### src/rtl/my_prim_pkg.sv
// my_prim_pkg: sizing helpers and parameter legality check shared by the SRL FIFO files
package my_prim_pkg;
  function automatic int clog2(input int v);
    int r;
    r = 0;
    for (int i = 0; i < 32; i++) if ((1 << r) < v) r++;
    return r;
  endfunction
  function automatic int cnt_w(input int depth);
    return clog2(depth) + 1;
  endfunction
  function automatic bit params_ok(input int width, input int depth, input int thresh);
    return width >= 1 && depth >= 2 && depth <= 256 && (depth & (depth - 1)) == 0 &&
           thresh >= 1 && thresh <= depth;
  endfunction
endpackage

### src/rtl/my_srl_fifo_if.sv
// my_srl_fifo_if: FIFO handshake/status bundle
//   flush, in_data/in_valid/in_ready (write side), out_data/out_valid/out_ready (read side),
//   count, full, empty, almost_full (status); master drives writes/reads, slave is the FIFO
interface my_srl_fifo_if #(parameter int WIDTH = 8, parameter int DEPTH = 16);
  import my_prim_pkg::*;
  localparam int CW = cnt_w(DEPTH);
  logic             flush;
  logic [WIDTH-1:0] in_data;
  logic             in_valid;
  logic             in_ready;
  logic [WIDTH-1:0] out_data;
  logic             out_valid;
  logic             out_ready;
  logic [CW-1:0]    count;
  logic             full;
  logic             empty;
  logic             almost_full;
  modport master (output flush, in_data, in_valid, out_ready,
                  input in_ready, out_data, out_valid, count, full, empty, almost_full);
  modport slave (input flush, in_data, in_valid, out_ready,
                 output in_ready, out_data, out_valid, count, full, empty, almost_full);
endinterface

### src/rtl/my_srl_store.sv
// my_srl_store: WIDTH x DEPTH shift array, shifts on i_ce, addressable read tap
//   i_clk clock, i_ce shift enable, i_d data into entry 0, i_addr tap select, o_q tapped entry
module my_srl_store
  import my_prim_pkg::*;
#(
  parameter int WIDTH = 8,
  parameter int DEPTH = 16,
  parameter int AW    = clog2(DEPTH)
) (
  input  logic             i_clk,
  input  logic             i_ce,
  input  logic [WIDTH-1:0] i_d,
  input  logic [AW-1:0]    i_addr,
  output logic [WIDTH-1:0] o_q
);
  logic [WIDTH-1:0] r_mem [DEPTH];
  always_ff @(posedge i_clk) begin
    if (i_ce) begin
      r_mem[0] <= i_d;
      for (int i = 1; i < DEPTH; i++) r_mem[i] <= r_mem[i-1];
    end
  end
  assign o_q = r_mem[i_addr];
endmodule

### src/rtl/my_srl_fifo.sv
// my_srl_fifo: shift-register FIFO with valid/ready handshakes, status flags and flush
//   i_clk clock, i_clr_n async active-low reset, bus FIFO interface (slave side)
module my_srl_fifo
  import my_prim_pkg::*;
#(
  parameter int WIDTH        = 8,
  parameter int DEPTH        = 16,
  parameter int AFULL_THRESH = DEPTH - 2
) (
  input logic          i_clk,
  input logic          i_clr_n,
  my_srl_fifo_if.slave bus
);
  localparam int CW = cnt_w(DEPTH);
  localparam int AW = clog2(DEPTH);
  if (!params_ok(WIDTH, DEPTH, AFULL_THRESH)) begin : g_bad_params
    $error("my_srl_fifo: illegal WIDTH/DEPTH/AFULL_THRESH");
  end
  logic [CW-1:0] r_count;
  logic [CW-1:0] w_count_nxt;
  logic [CW-1:0] w_tap;
  logic          w_push;
  logic          w_pop;
  assign bus.full        = r_count == CW'(DEPTH);
  assign bus.empty       = r_count == '0;
  assign bus.almost_full = r_count >= CW'(AFULL_THRESH);
  assign bus.in_ready    = ~bus.full;
  assign bus.out_valid   = ~bus.empty;
  assign bus.count       = r_count;
  assign w_push = bus.in_valid & ~bus.full;
  assign w_pop  = bus.out_ready & ~bus.empty;
  // oldest entry sits at count-1; empty taps entry 0 (don't-care)
  assign w_tap = bus.empty ? '0 : r_count - CW'(1);
  always_comb begin
    w_count_nxt = bus.flush          ? '0 :
                  (w_push & ~w_pop)  ? r_count + CW'(1) :
                  (w_pop & ~w_push)  ? r_count - CW'(1) : r_count;
  end
  always_ff @(posedge i_clk or negedge i_clr_n) begin
    if (!i_clr_n) r_count <= '0;
    else          r_count <= w_count_nxt;
  end
  my_srl_store #(.WIDTH(WIDTH), .DEPTH(DEPTH), .AW(AW)) u_store (
    .i_clk  (i_clk),
    .i_ce   (w_push),
    .i_d    (bus.in_data),
    .i_addr (w_tap[AW-1:0]),
    .o_q    (bus.out_data)
  );
endmodule

### src/flat_wrapper.sv
// flat-port wrapper written by rule: the top's interface ports become plain ports
module my_srl_fifo_flat import my_prim_pkg::*;
#(
  parameter int WIDTH        = 8,
  parameter int DEPTH        = 16,
  parameter int AFULL_THRESH = DEPTH - 2
)
  (i_clk, i_clr_n, bus_flush, bus_in_data, bus_in_valid, bus_out_ready, bus_in_ready, bus_out_data, bus_out_valid, bus_count, bus_full, bus_empty, bus_almost_full);
  my_srl_fifo_if #(.WIDTH(WIDTH), .DEPTH(DEPTH)) bus_i ();
  input logic i_clk;
  input logic i_clr_n;
  input wire logic [$bits(bus_i.flush)-1:0] bus_flush;
  input wire logic [$bits(bus_i.in_data)-1:0] bus_in_data;
  input wire logic [$bits(bus_i.in_valid)-1:0] bus_in_valid;
  input wire logic [$bits(bus_i.out_ready)-1:0] bus_out_ready;
  output wire logic [$bits(bus_i.in_ready)-1:0] bus_in_ready;
  output wire logic [$bits(bus_i.out_data)-1:0] bus_out_data;
  output wire logic [$bits(bus_i.out_valid)-1:0] bus_out_valid;
  output wire logic [$bits(bus_i.count)-1:0] bus_count;
  output wire logic [$bits(bus_i.full)-1:0] bus_full;
  output wire logic [$bits(bus_i.empty)-1:0] bus_empty;
  output wire logic [$bits(bus_i.almost_full)-1:0] bus_almost_full;
  assign bus_i.flush = bus_flush;
  assign bus_i.in_data = bus_in_data;
  assign bus_i.in_valid = bus_in_valid;
  assign bus_i.out_ready = bus_out_ready;
  assign bus_in_ready = bus_i.in_ready;
  assign bus_out_data = bus_i.out_data;
  assign bus_out_valid = bus_i.out_valid;
  assign bus_count = bus_i.count;
  assign bus_full = bus_i.full;
  assign bus_empty = bus_i.empty;
  assign bus_almost_full = bus_i.almost_full;
  my_srl_fifo #(.WIDTH(WIDTH), .DEPTH(DEPTH), .AFULL_THRESH(AFULL_THRESH)) u_core (.i_clk(i_clk), .i_clr_n(i_clr_n), .bus(bus_i));
endmodule
### config.mk
export PLATFORM = sky130hd
export DESIGN_NAME = my_srl_fifo_flat
export DESIGN_NICKNAME = d
export VERILOG_FILES = /design/src/rtl/my_prim_pkg.sv /design/src/rtl/my_srl_fifo_if.sv /design/src/rtl/my_srl_store.sv /design/src/rtl/my_srl_fifo.sv /design/src/flat_wrapper.sv
export SDC_FILE = /design/constraint.sdc
export NUM_CORES = 1
export LEC_CHECK = 0
export ABC_AREA = 1
export ABC_CLOCK_PERIOD_IN_PS = 14400
export CAP_MARGIN = 20
export CORE_MARGIN = 8
export CORE_UTILIZATION = 40
export CTS_BUF_LIST = sky130_fd_sc_hd__clkbuf_4 sky130_fd_sc_hd__clkbuf_8 sky130_fd_sc_hd__clkbuf_16
export DETAILED_ROUTE_END_ITERATION = 12
export GPL_ROUTABILITY_DRIVEN = 0
export GPL_TIMING_DRIVEN = 0
export PLACE_DENSITY = 0.65
export REMOVE_ABC_BUFFERS = 1
export SYNTH_ARGS = -nofsm -noshare
export SYNTH_HDL_FRONTEND = slang
export SYNTH_SLANG_ARGS = --single-unit
export TNS_END_PERCENT = 5
### constraint.sdc
create_clock -name i_clk -period 14.4 [get_ports i_clk]
set_input_delay 2.88 -clock i_clk [delete_from_list [all_inputs] [get_ports i_clk]]
set_output_delay 2.88 -clock i_clk [all_outputs]
set_load 0.02 [all_outputs]
==> run summary, run 1 <==
Slowest cell on the critical path -> dfrtp_1
Placed inst area -> 0.00645 sq mm
Final period utilization -> 0.558
CORE AREA -> 0.0146 sq mm
Vias per inst -> 5.11
RSZ-0062 raised after global routing -> no
All-layer global routing usage -> 0.124
Die Y -> 139 microns
Highest-count cells in the layout ignoring fill and taps -> edfxtp_1 (128), nand3_1 (111), nand2_1 (83)
Clk buf depth -> 2
I/O pins -> 31
Leak pwr -> 2.81 nW
CTS Buf Count -> 17
Worst endpoint required time -> 11520 ps
Least-Margin Pin Slew -> 966 ps
Hold Path Cell Cnt -> 0
Fillers -> 1262
WL/cell -> 15.4 microns
Via count -> 3874
Dpl hpwl -> 6450 microns
Launch point of the worst path -> u_core.bus.count[0]
Fin nets -> 577
Post-CTS setup buffers -> 0
Antenna-violating nets left -> 0
Number of diodes -> 0
Clock root cell -> clkbuf_16
Largest stage delay, worst path -> 970 ps
Final instance area -> 0.00695 sq mm
Cells on worst reg2reg path -> 10
Final Hold Fails -> 0
CTS-repair resized insts -> 0
Synth warn -> 0
Most common cell after layout, fill and taps aside -> edfxtp_1
Max-cap violations -> 0
PD cells -> 251 mW/mm^2
Drt pass-1 iters -> 5
Register area share after synthesis -> 0.661
Crit path depth -> 11
Hold_sp -> u_core.u_store.r_mem[9][0]
Share of layout cells above drive strength 1 -> 0.0871
DR iter-0 viols -> 286
Cell count after synthesis -> 539
Reg2reg start -> u_core.bus.count[0]
Syn_area_per_cell -> 11.1 sq um
Die X-Extent -> 139 microns
Setup TNS -> 0 ps
FF+latch area -> 0.00397 sq mm
Worst setup EP type -> primary output
DRC viols -> 0
Area of the multi-input gates -> 0.00156 sq mm
Largest net degree at the start of global routing -> 80
Critical Path Start Type -> register
Clk Latency, worst-skew pair -> 420 ps
CTS Sinks -> 133
Initial antenna violation count -> 0
Number of buffers and inverters on the critical path -> 3
Outcome -> finished, final reports clean
Slew Limit Fails -> 0
Worst EP arrival -> 5150 ps
Total Wirelength -> 11600 microns
Max VDD drop -> 0.104 mV
TritonCTS clock tree -> built
Peak Freq -> 125 MHz
Worst slew margin -> 0.356
H-tree levels -> 4
Row cnt -> 44
Grt ovf -> 0
Clk pin slew, worst setup/hold paths -> 50 ps
Hold WC Path Type -> register to register
Final Critical Period -> 8030 ps
Worst Skew -> 7.20 ps
Kind of critical path -> register to primary output
Port buffer count -> 30
Flops & latches, synth -> 133
Cell Area, Synth -> 0.00601 sq mm
Layout area overhead -> 15.8%
Synth top area share -> 0.640
Number of setup violations in the final report -> 0
CP cell instances -> inv_2 > ha_1 > nand3_4 > nand2_1 > buf_16 > nand2_1 > nand3_1 > nand3_1 > nand3_1 > nand2_1 > clkdlybuf4s50_1
Initial Util -> 0.412
Largest cells by area after synthesis -> edfxtp_1 (64%), nand3_1 (9.2%), nand2_1 (5.2%)
Max Fanout on Critical Path -> 71
Post-synth top area cell -> edfxtp_1
Vias in the first global route -> 3932
First-pass GRT wire length -> 19300 microns
Die Area -> 0.0192 sq mm
CTS Hold Buffers Added -> 0
Top delay family on crit path -> simple AND/OR/NAND/NOR gates
Netlist cell types -> 26
-- synth_stat cells, drive strengths merged --
cell and count:
or2 8, nor2 35, o2111ai 16, buf 24, nand3 113, xnor2 2
inv 76, nand3b 24, nand2 87, clkbuf 7, o211ai 1, o21ai 5
dfrtp 5, o22ai 1, ha 3, clkinv 1, xor2 3, edfxtp 128
-- state kept, by name, summed over array words and instances, names as in the netlist --
name,cells
u_core.u_store.r_mem,128
u_core.bus.count,5
-- worst register-to-register path, stage by stage (launching register included) --
cell     delay (ps)
dfrtp_1         730
inv_2           680
ha_1            400
nand3_4         680
nand2_1         330
inv_1            80
nand2_1         110
nand3_2         140
inv_2           120
nand2_1          60
o21ai_1          80
-- where the power goes --
part	total (mW)	internal, mW	switching [mW]
Sequential	0.575	0.526	0.0490
Clock	0.374	0.226	0.148
Combinational	0.799	0.293	0.506
-- cells by family after synthesis --
family | after synthesis | share of synthesized area
AO/OA/AOI/OAI | 23 | 0.0298
XOR/XNOR | 5 | 0.00729
adder cells (fa/ha/maj) | 3 | 0.00625
buffers and inverters | 108 | 0.0804
flip-flops | 133 | 0.661
AND/OR/NAND/NOR | 267 | 0.216
-- per-stage QoR --
step / hold WS, ps / util / worst slack, ps / power (mW) / cells
detailed placement: 427 / 0.442 / 6720 / 1.39 / 726
global placement: 422 / 0.435 / 5730 / 1.35 / 722
CTS: 440 / 0.477 / 6270 / 1.77 / 758
finish: 438 / 0.477 / 6370 / 1.75 / 758
global route: 446 / 0.477 / 6030 / 1.87 / 758
floorplan: 417 / - / 7760 / 1.07 / 508
-- path summary, 6_finish.rpt --
path / slack (ps) / to
worst min-delay path: 440 / u_core.u_store.r_mem[10][0]
worst min register to register: 440 / u_core.u_store.r_mem[10][0]
worst max-delay path: 6370 / bus_out_data[1]
worst max register to register: 10900 / u_core.bus.count[4]
min in group asynchronous: 2670 / u_core.bus.count[3]
max in group asynchronous: 11540 / u_core.bus.count[0]
-- layout make-up --
cell class | count | share of cell area
flip-flops and latches | 133 | 0.571
inverters | 77 | 0.0423
well taps | 184 | 0.0331
clock inverters | 9 | 0.00540
repair buffers | 34 | 0.0569
clock buffers | 23 | 0.0677
multi-input cells | 298 | 0.224
-- per-layer routing --
layer / wire length [microns] / track usage
met1: 5200 / 0.144
met2: 5690 / 0.204
met3: 548 / 0.0425
met4: 199 / 0.0572
met5: 0 / 0
Power figures use the tool's default switching activity.
==> run 2: changes to the inputs <==
--- a/config.mk
+++ b/config.mk
@@ -6,7 +6,7 @@
 export NUM_CORES = 1
 export LEC_CHECK = 0
 export ABC_AREA = 1
-export ABC_CLOCK_PERIOD_IN_PS = 14400
+export ABC_CLOCK_PERIOD_IN_PS = 6800
 export CAP_MARGIN = 20
 export CORE_MARGIN = 8
 export CORE_UTILIZATION = 40
@@ -14,7 +14,7 @@
 export DETAILED_ROUTE_END_ITERATION = 12
 export GPL_ROUTABILITY_DRIVEN = 0
 export GPL_TIMING_DRIVEN = 0
-export PLACE_DENSITY = 0.65
+export PLACE_DENSITY = 0.67
 export REMOVE_ABC_BUFFERS = 1
 export SYNTH_ARGS = -nofsm -noshare
 export SYNTH_HDL_FRONTEND = slang
==> constraint.sdc (replaced) <==
create_clock -name i_clk -period 6.8 [get_ports i_clk]
set_input_delay 1.36 -clock i_clk [delete_from_list [all_inputs] [get_ports i_clk]]
set_output_delay 1.36 -clock i_clk [all_outputs]
set_load 0.02 [all_outputs]
==> run 2 against run 1 <==
Against the previous run: clock-buffer cell count fell by 6; non-clock buffer count fell by 1; critical path depth did not move; via count rose by 0.13%; wire length fell by 3.2%.
==> run summary, run 2 (same netlist as run 1, synthesis figures left out) <==
Final Critical Period -> 6320 ps
Highest routed metal layer -> met4
CTS-repair resized insts -> 0 (unchanged)
Leak pwr -> 2.84 nW (+0.89%)
Dpl hpwl -> 6310 microns (-2.1%)
Slew Limit Fails -> 0 (unchanged)
Setup ws final -> 483 ps (-5890 ps)
All-layer global routing usage -> 0.122 (-0.00227)
Clk buf depth -> 2 (unchanged)
Share of layout cells above drive strength 1 -> 0.0960 (+0.00888)
Clk Latency, worst-skew pair -> 420 ps (about the same)
Hold Path Cell Cnt -> 0 (unchanged)
CTS Sinks -> 133 (unchanged)
Reg2reg start -> u_core.bus.count[0]
CTS Hold Buffers Added -> 0 (unchanged)
Fillers -> 1278 (+1.3%)
Final period utilization -> 0.929
Least-Margin Pin Slew -> 963 ps (-2.56 ps)
Routed wire length on met3 -> 634 microns (+16%)
Row cnt -> 44 (unchanged)
I/O pins -> 31 (unchanged)
Max VDD drop -> 0.231 mV (+120%)
Met1 WL -> 5080 microns (-2.5%)
Final Hold Fails -> 0 (unchanged)
Launch point of the worst path -> u_core.bus.count[0]
Drt pass-1 iters -> 5 (unchanged)
Layout area overhead -> 17.3%
Worst EP arrival -> 4960 ps (-190 ps)
DRC viols -> 0 (unchanged)
Initial antenna violation count -> 0 (unchanged)
Fin nets -> 576 (-0.17%)
Cells on worst reg2reg path -> 10 (unchanged)
Kind of critical path -> register to primary output
Critical Path Start Type -> register
Number of diodes -> 0 (unchanged)
Largest net degree at the start of global routing -> 80 (unchanged)
Worst setup EP type -> primary output
Worst slew margin -> 0.358 (+0.00171)
Reg2reg end -> u_core.bus.count[2]
Hold WC Path Type -> register to register
Antenna-violating nets left -> 0 (unchanged)
Peak Freq -> 158 MHz
Biggest register -> u_core.u_store.r_mem
Largest register FFs -> 128 (unchanged)
Die X-Extent -> 139 microns (unchanged)
Worst reg2reg setup slack -> 3400 ps (-7500 ps)
Worst endpoint required time -> 5440 ps (-6080 ps)
Worst Setup EP -> bus_out_data[1]
Highest-count cells in the layout ignoring fill and taps -> edfxtp_1 (128), nand3_1 (111), nand2_1 (83)
Die Y -> 139 microns (unchanged)
Outcome -> finished, final reports clean
DR iter-0 viols -> 459 (+60%)
Vias per inst -> 5.12 (+0.26%)
Worst Skew -> 3.81 ps (-3.39 ps)
Met2 WL post-DR -> 5370 microns (-5.7%)
TritonCTS clock tree -> built
Grt ovf -> 0 (unchanged)
Number of setup violations in the final report -> 0 (unchanged)
Vias in the first global route -> 3850 (-2.1%)
Final core utilization -> 0.483 (+0.00618)
Initial Util -> 0.412 (unchanged)
Via count -> 3879 (+0.13%)
Port buffer count -> 30 (unchanged)
CORE AREA -> 0.0146 sq mm (unchanged)
Clk pin slew, worst setup/hold paths -> 60 ps (about the same)
H-tree levels -> 4 (unchanged)
Most common cell after layout, fill and taps aside -> edfxtp_1
RSZ-0062 raised after global routing -> no
Max Fanout on Critical Path -> 71 (unchanged)
CTS Buf Count -> 17 (unchanged)
Total Wirelength -> 11300 microns (-3.2%)
Post-CTS setup buffers -> 0 (unchanged)
PD cells -> 543 mW/mm^2 (+120%)
Max-cap violations -> 0 (unchanged)
WL/cell -> 14.9 microns (-3.1%)
Worst slack at placement -> 760 ps (-5960 ps)
First-pass GRT wire length -> 18900 microns (-1.9%)
Clock root cell -> clkbuf_16
Die Area -> 0.0192 sq mm (unchanged)
## run 2: final cells by class
cell class                 instances  area [sq um]  area share
clock buffer                      17           425      0.0604
clock inverter                    15           188      0.0266
timing repair buffer              33           375      0.0533
multi-input combinational        298          1560       0.222
inverter                          77           294      0.0417
sequential                       133          3970       0.563
tap                              184           230      0.0327
## run 2: stage by stage
stage	instances	power [mW]	instance area (sq um)	TNS, ps	hold WS [ps]
3_3_place_gp	722	2.86	6340	-2430	421
3_5_place_dp	725	2.91	6430	0	427
6_report	757	3.82	7040	0	439
5_1_grt	757	4.10	7040	0	445
4_1_cts	757	3.87	7040	0	440
2_1_floorplan	508	2.27	5810	0	417
## run 2: power by group
part           total [mW]  internal, mW  switching (mW)
logic                1.66         0.602            1.06
clock network       0.948         0.608           0.341
registers            1.22          1.11           0.103
total                3.82          2.32            1.50
## run 2: worst min-delay path by stage
stage                                startpoint                           to  slack, ps
floorplan            u_core.u_store.r_mem[9][0]  u_core.u_store.r_mem[10][0]        420
detailed placement   u_core.u_store.r_mem[9][2]  u_core.u_store.r_mem[10][2]        430
CTS                  u_core.u_store.r_mem[9][2]  u_core.u_store.r_mem[10][2]        440
finish               u_core.u_store.r_mem[9][2]  u_core.u_store.r_mem[10][2]        440
global placement     u_core.u_store.r_mem[9][6]  u_core.u_store.r_mem[10][6]        420
global route        u_core.u_store.r_mem[10][3]  u_core.u_store.r_mem[11][3]        450
## run 2: per-layer routing
layer | up-vias | track usage
met4 | 0 | 0.0589
met2 | 120 | 0.191
met3 | 18 | 0.0428
met5 | - | 0
met1 | 1847 | 0.148
li1 | 1894 | -
## run 2: worst max-delay path, cell delays in order (launching register included)
cell	delay, ps
dfrtp_1	970
inv_2	450
ha_1	430
nand3_4	640
nand2_1	560
buf_16	330
nand2_1	80
nand3_1	60
nand3_1	110
nand3_1	120
nand2_1	110
clkdlybuf4s50_1	610
